===== src/rtl/gpu_pkg.sv =====
// gpu_pkg: shared widths, command entry layout and issue FSM states for the GPU command queue
package gpu_pkg;

  function automatic int ww(input int fb_width);
    return $clog2(fb_width) + 3;
  endfunction

  function automatic int hw(input int fb_height);
    return $clog2(fb_height) + 3;
  endfunction

  localparam int ENT_WW = ww(400);
  localparam int ENT_HW = hw(240);

  typedef struct packed {
    logic              is_clear;
    logic [31:0]       address;
    logic [15:0]       address_x;
    logic [15:0]       address_y;
    logic [15:0]       image_width;
    logic [ENT_WW-1:0] width;
    logic [ENT_HW-1:0] height;
    logic [ENT_WW-1:0] x;
    logic [ENT_HW-1:0] y;
    logic [15:0]       clear_color;
  } cmd_entry_t;

  typedef enum logic [1:0] {ST_IDLE, ST_SETUP, ST_STROBE, ST_WAIT} issue_state_t;

endpackage


===== src/rtl/gpu_cmd_fifo.sv =====
// gpu_cmd_fifo: registered synchronous FIFO with flush, full/empty and occupancy count
module gpu_cmd_fifo #(
  parameter int W = 8,
  parameter int DEPTH = 8,
  localparam int AW = $clog2(DEPTH)
) (
  input  logic          clk,
  input  logic          reset,
  input  logic          push,
  input  logic          pop,
  input  logic          flush,
  input  logic [W-1:0]  din,
  output logic [W-1:0]  dout,
  output logic          full,
  output logic          empty,
  output logic [AW:0]   count
);

  logic [W-1:0] mem [DEPTH];
  logic [AW:0]  wr_q, rd_q;

  assign count = wr_q - rd_q;
  assign full  = count == (AW+1)'(DEPTH);
  assign empty = count == '0;
  assign dout  = mem[rd_q[AW-1:0]];

  // pointers carry one extra wrap bit so full and empty are distinguishable
  always_ff @(posedge clk or posedge reset)
    if (reset) begin
      wr_q <= '0;
      rd_q <= '0;
    end else if (flush) begin
      wr_q <= '0;
      rd_q <= '0;
    end else begin
      if (push) wr_q <= wr_q + 1'b1;
      if (pop) rd_q <= rd_q + 1'b1;
    end

  // storage needs no reset; only the pointers define validity
  always_ff @(posedge clk)
    if (push && !flush) mem[wr_q[AW-1:0]] <= din;

endmodule


===== src/rtl/gpu_cmd_queue.sv =====
// gpu_cmd_queue: buffers draw/clear commands and issues them to the GPU with edge strobes; GPU_CMDQ_STATS_EN adds issue counters
module gpu_cmd_queue
  import gpu_pkg::*;
#(
  parameter int FB_WIDTH = 400,
  parameter int FB_HEIGHT = 240,
  parameter int DEPTH = 8,
  localparam int WW = ww(FB_WIDTH),
  localparam int HW = hw(FB_HEIGHT),
  localparam int CW = $clog2(DEPTH) + 1
) (
  input  logic          clk,
  input  logic          reset,
  input  logic          cmd_valid,
  output logic          cmd_ready,
  input  logic          cmd_clear,
  input  logic [31:0]   cmd_address,
  input  logic [15:0]   cmd_address_x,
  input  logic [15:0]   cmd_address_y,
  input  logic [15:0]   cmd_image_width,
  input  logic [WW-1:0] cmd_width,
  input  logic [HW-1:0] cmd_height,
  input  logic [WW-1:0] cmd_x,
  input  logic [HW-1:0] cmd_y,
  input  logic [15:0]   cmd_clear_color,
  input  logic          cmd_flush,
  output logic [31:0]   ctrl_address,
  output logic [15:0]   ctrl_address_x,
  output logic [15:0]   ctrl_address_y,
  output logic [15:0]   ctrl_image_width,
  output logic [WW-1:0] ctrl_width,
  output logic [HW-1:0] ctrl_height,
  output logic [WW-1:0] ctrl_x,
  output logic [HW-1:0] ctrl_y,
  output logic [15:0]   ctrl_clear_color,
  output logic          ctrl_draw,
  output logic          ctrl_clear,
  input  logic          ctrl_busy,
  output logic [CW-1:0] queue_count,
  output logic          idle,
  output logic [31:0]   stat_draws,
  output logic [31:0]   stat_clears
);

  cmd_entry_t   push_entry, head;
  logic         full, empty, pop, clear_q;
  issue_state_t state_q, state_d;

  assign cmd_ready  = !full && !cmd_flush && !reset;
  assign pop        = state_q == ST_IDLE && !empty && !ctrl_busy && !cmd_flush;
  assign ctrl_draw  = state_q == ST_STROBE && !clear_q;
  assign ctrl_clear = state_q == ST_STROBE && clear_q;
  assign idle       = empty && state_q == ST_IDLE && !ctrl_busy;

  assign push_entry = '{is_clear: cmd_clear, address: cmd_address, address_x: cmd_address_x,
                        address_y: cmd_address_y, image_width: cmd_image_width, width: cmd_width,
                        height: cmd_height, x: cmd_x, y: cmd_y, clear_color: cmd_clear_color};

  gpu_cmd_fifo #(.W($bits(cmd_entry_t)), .DEPTH(DEPTH)) u_fifo (
    .clk   (clk),
    .reset (reset),
    .push  (cmd_valid && cmd_ready),
    .pop   (pop),
    .flush (cmd_flush),
    .din   (push_entry),
    .dout  (head),
    .full  (full),
    .empty (empty),
    .count (queue_count)
  );

  // issue sequencing: a low SETUP cycle always precedes the one-cycle strobe
  always_comb
    state_d = (state_q == ST_IDLE)   ? (pop ? ST_SETUP : ST_IDLE) :
              (state_q == ST_SETUP)  ? ST_STROBE :
              (state_q == ST_STROBE) ? ST_WAIT :
              (ctrl_busy ? ST_WAIT : ST_IDLE);

  // state and GPU field registers; fields load only when the head is popped
  always_ff @(posedge clk or posedge reset)
    if (reset) begin
      state_q          <= ST_IDLE;
      clear_q          <= 1'b0;
      ctrl_address     <= '0;
      ctrl_address_x   <= '0;
      ctrl_address_y   <= '0;
      ctrl_image_width <= '0;
      ctrl_width       <= '0;
      ctrl_height      <= '0;
      ctrl_x           <= '0;
      ctrl_y           <= '0;
      ctrl_clear_color <= '0;
    end else begin
      state_q <= state_d;
      if (pop) begin
        clear_q          <= head.is_clear;
        ctrl_address     <= head.address;
        ctrl_address_x   <= head.address_x;
        ctrl_address_y   <= head.address_y;
        ctrl_image_width <= head.image_width;
        ctrl_width       <= head.width;
        ctrl_height      <= head.height;
        ctrl_x           <= head.x;
        ctrl_y           <= head.y;
        ctrl_clear_color <= head.clear_color;
      end
    end

`ifdef GPU_CMDQ_STATS_EN
  // free-running issue counters, cleared only by reset
  always_ff @(posedge clk or posedge reset)
    if (reset) begin
      stat_draws  <= '0;
      stat_clears <= '0;
    end else begin
      if (ctrl_draw) stat_draws <= stat_draws + 1'b1;
      if (ctrl_clear) stat_clears <= stat_clears + 1'b1;
    end
`else
  assign stat_draws  = '0;
  assign stat_clears = '0;
`endif

endmodule


===== config.mk =====
export PLATFORM = sky130hd
export DESIGN_NAME = gpu_cmd_queue
export DESIGN_NICKNAME = d
export VERILOG_FILES = /design/src/rtl/gpu_pkg.sv /design/src/rtl/gpu_cmd_fifo.sv /design/src/rtl/gpu_cmd_queue.sv
export SDC_FILE = /design/constraint.sdc
export NUM_CORES = 1
export LEC_CHECK = 0
export ABC_AREA = 1
export CAP_MARGIN = 20
export CORE_MARGIN = 2
export CORE_UTILIZATION = 53
export CTS_CLUSTER_DIAMETER = 50
export DETAILED_ROUTE_END_ITERATION = 7
export HOLD_SLACK_MARGIN = 0.06
export PLACE_DENSITY = 0.85
export SLEW_MARGIN = 20
export SYNTH_ARGS = -nofsm -noshare
export SYNTH_HDL_FRONTEND = slang
export SYNTH_SLANG_ARGS = --single-unit

===== constraint.sdc =====
create_clock -name clk -period 32.4 [get_ports clk]
set_input_delay 6.48 -clock clk [delete_from_list [all_inputs] [get_ports clk]]
set_output_delay 6.48 -clock clk [all_outputs]
set_load 0.02 [all_outputs]

==> impl_summary.md <==
Pwr
Dividing total power by cell area gives a power density of about 71 mW/mm^2. VDD sags by at most 0.0000534 V. The total power of the final layout is 4310 uW.

The leakage component of the power is 0.0240 uW.

Critical path
By instance count, the cell type seen most on the critical path is sky130_fd_sc_hd__clkdlybuf4s50_1. In this run the critical register-to-register path is captured at u_fifo.mem[7][70]$_DFFE_PP_. The critical-path maximum fanout is 6. The required time of the critical path is 25.92 ns. The worst setup path is launched from an input pin. The arrival time of the worst setup path is 8.36 ns.

The startpoint of the worst register-to-register path is u_fifo.rd_q[1]$_DFFE_PP0P_. Measured in cells, the most critical reg-to-reg path has a length of 11. The setup slack on the worst flop-to-flop path is roughly 27 ns. The slowest stage of the critical path belongs to the cell sky130_fd_sc_hd__clkdlybuf4s50_1. The beginning of the critical path is cmd_flush.

Traced cell by cell, the critical path runs through clkdlybuf4s50_1 -> nor2_1 -> nand2_1 -> inv_1 -> clkdlybuf4s50_1. The element type at the critical path end is an output pin. The classification of the worst setup path is input pin to output pin. The highest cell delay on the worst timing path is 0.61 ns.

Detailed routing
The via density per instance is 5.63. In the routed design, unresolved DRC markers number 0. The first detailed-routing pass ran for 6 iterations. Once detail routing completed, the nets flagged for antenna violations numbered 0. The mean routed wirelength per cell is 19.9 microns. Wires add up to 126 mm.

The total via count after detailed routing is 35700. The count of routing violations after the opening detailed-route iteration is 4187.

STA
The final worst hold slack is 0.475 ns. The time the worst path needs with I/O delays and setup is 14.84 ns. The post-layout worst setup margin is 17.56 ns. The final number of max-transition violations is 0. The tightest slew margin relative to the limit is 0.234. In the final timing run, aggregate negative setup slack is 0 ns. The number of endpoints with negative hold slack in the final report is 0. The slew of the pin with the lowest slew margin is 1.15 ns. Dividing the final minimum period by the clock period gives 0.458. Setup repair after global routing left no endpoint under its margin. The setup skew after layout is around 0.033 ns. Setup violations remaining at the end of the flow were counted as 0. The maximum operating frequency is 67.4 MHz.

Die
The floorplan step defined a die boundary enclosing 0.102 sq mm. The I/O pin count is approximately 360. For this configuration, the core starts out at a cell density of 0.536. The floorplan step set the die width to roughly 320 microns. The floorplan has 115 rows.

The core area is roughly 0.1 sq mm. The overall die height is 320 microns.

Synthesis
The biggest area contributor in the post-synthesis netlist is sky130_fd_sc_hd__edfxtp_1. After synthesis the cells add up to around 0.053 sq mm. The share of the synthesized area in the top cell type is 0.651. The post-synthesis cell count is 4723. Synthesis inferred 1297 register bits.

Yosys printed 0 warnings. The portion of the post-synthesis area used by sequential elements is 0.723. The synthesized area divided by synthesized cell count is 11.2 sq um. The number of distinct library cells after synthesis is 25. By area the synthesized netlist is led by sky130_fd_sc_hd__edfxtp_1 (65%), sky130_fd_sc_hd__nand2_1 (14%), sky130_fd_sc_hd__dfrtp_1 (7.3%).

Placed design
The total of buffers placed on input and output ports is roughly 300. The final estimated routing congestion in global placement is 0.773. After detailed placement, the design holds a cell count of approximately 6100. Once detailed placement completed, the half-perimeter wirelength came to 63.6 mm. The worst setup slack before clock tree synthesis is 17.57 ns.

CTS
The register clock-pin slew on the reported worst setup and hold paths is 0.06 ns. In this run the clock root is driven by a sky130_fd_sc_hd__clkbuf_16. Buffers added to address setup during post-CTS repair amount to 0.

The worst-skew pair later-pin latency is 0.74 ns. The H-tree depth is 4. The clock buffer count from CTS is 138. The number of gates resized after CTS was 0. In this run the deepest clock path goes through 3 buffers. The clock net in this run drives a total of 1297 sinks.

TritonCTS built the clock tree. The number of buffers added to fix hold violations after cts is 0.

Finish
The fraction of final layout cells with drive strength greater than 1 is 0.0536. In the layout the commonest cells are sky130_fd_sc_hd__nand2_1 (2001), sky130_fd_sc_hd__edfxtp_1 (1144), sky130_fd_sc_hd__o21ai_0 (409). Excluding fillers, the count of instances in the completed layout stands at 6342. The layout-stage area growth over the synthesis result is 15.2%. The library cell used most frequently in the layout, excluding fill and tap cells, is sky130_fd_sc_hd__nand2_1.

After the last flow step, the layout net total stands at between 5000 and 6000.

Worst hold path
The worst hold path belongs to the class flip-flop to flip-flop. The startpoint identified for the worst hold timing path is ctrl_height[7]$_DFFE_PP0P_. Counting instances, the worst hold path has a depth of 2. For hold timing, the worst endpoint is ctrl_height[7]$_DFFE_PP0P_.

Flow run
Across the run, the number of max-cap violations was 0.

GRT
The leftover overflow at the end of global routing is 0. The via count of the first global-routing pass was 35400. Entering global routing, the biggest net connects 264 pins. The wire length of the first global-routing pass is 191 mm.

The initial antenna violation count is 26. Across every metal layer, demand over resource in global routing totals 0.242.

Status
The run finished with clean final reports.
## cell families after synthesis
group	Yosys count	share of synthesized area
flip-flops	1297	0.723
other	1	0.0000710
adder cells (fa/ha/maj)	6	0.00156
AO/OA/AOI/OAI	516	0.0489
XOR/XNOR	4	0.000663
AND/OR/NAND/NOR	2473	0.184
buffers and inverters	426	0.0419
## cell usage after synthesis
cell	instances
sky130_fd_sc_hd__buf_6	25
sky130_fd_sc_hd__or2_2	1
sky130_fd_sc_hd__a21oi_1	1
sky130_fd_sc_hd__inv_1	75
sky130_fd_sc_hd__xor2_1	4
sky130_fd_sc_hd__inv_2	3
sky130_fd_sc_hd__ha_1	5
sky130_fd_sc_hd__buf_1	37
sky130_fd_sc_hd__nand2_1	2001
sky130_fd_sc_hd__buf_2	113
sky130_fd_sc_hd__clkbuf_1	97
sky130_fd_sc_hd__nor2_2	1
sky130_fd_sc_hd__nor3_1	4
sky130_fd_sc_hd__or2_0	1
sky130_fd_sc_hd__nand4_1	151
sky130_fd_sc_hd__edfxtp_1	1144
sky130_fd_sc_hd__buf_4	76
sky130_fd_sc_hd__fa_1	1
sky130_fd_sc_hd__nand3_2	2
sky130_fd_sc_hd__conb_1	1
sky130_fd_sc_hd__nor2_1	297
sky130_fd_sc_hd__nand3_1	15
sky130_fd_sc_hd__o21ai_1	106
sky130_fd_sc_hd__o21ai_0	409
sky130_fd_sc_hd__dfrtp_1	153
## through the flow
stage	area [sq um]	utilization
after floorplan	53000	-
after global placement	56200	0.570
after detailed placement	56200	0.570
after CTS	60700	0.616
after global routing	60800	0.617
final	60800	0.617
## per-layer routing
metal / part of all wire / GRT usage
met3: 0.084 / 0.0420
met1: 0.37 / 0.294
met2: 0.51 / 0.417
met4: 0.040 / 0.122
met5: 0.00067 / 0
## final cells by class
cell class | count | area (sq um)
repair buffers | 340 | 3430
well taps | 1287 | 1610
fillers | 6966 | 37700
multi-input cells | 3063 | 12700
clock inverters | 71 | 739
flip-flops and latches | 1297 | 38200
diodes | 20 | 50.0
inverters | 78 | 323
clock buffers | 186 | 3790
## power by group
part | internal [uW] | total (uW) | leakage, uW | switching [uW]
combinational | 279 | 781 | 0.00951 | 501
sequential | 1920 | 1980 | 0.0123 | 61.0
clock | 893 | 1550 | 0.00221 | 654
total | 3090 | 4310 | 0.0240 | 1220
## how the worst max path moves through the flow
stage | to | slack, ns | depth (start not counted)
global route | cmd_ready | 17.51 | 5
floorplan | u_fifo.mem[5][0]$_DFFE_PP_ | 14.91 | 3
CTS | cmd_ready | 17.57 | 5
finish | cmd_ready | 17.56 | 5
global placement | cmd_ready | 17.59 | 5
detailed placement | cmd_ready | 17.57 | 5
## flip-flops by register name (all words and copies together) (netlist names)
| signal | count |
|---|---|
| u_fifo.mem | 1144 |
| ctrl_address | 32 |
| ctrl_address_x | 16 |
| ctrl_address_y | 16 |
| ctrl_clear_color | 16 |
| ctrl_image_width | 16 |
| ctrl_width | 12 |
| ctrl_x | 12 |
| ctrl_height | 11 |
| ctrl_y | 11 |
| u_fifo.rd_q | 4 |
| u_fifo.wr_q | 4 |
| state_q | 2 |
| clear_q | 1 |
## worst max-delay path: cells and delay by family
family	cells	cell delay [ns]
buffers and inverters	3	1.28
and+or+nand+nor	2	0.59
(Power assumes the default switching activity.)
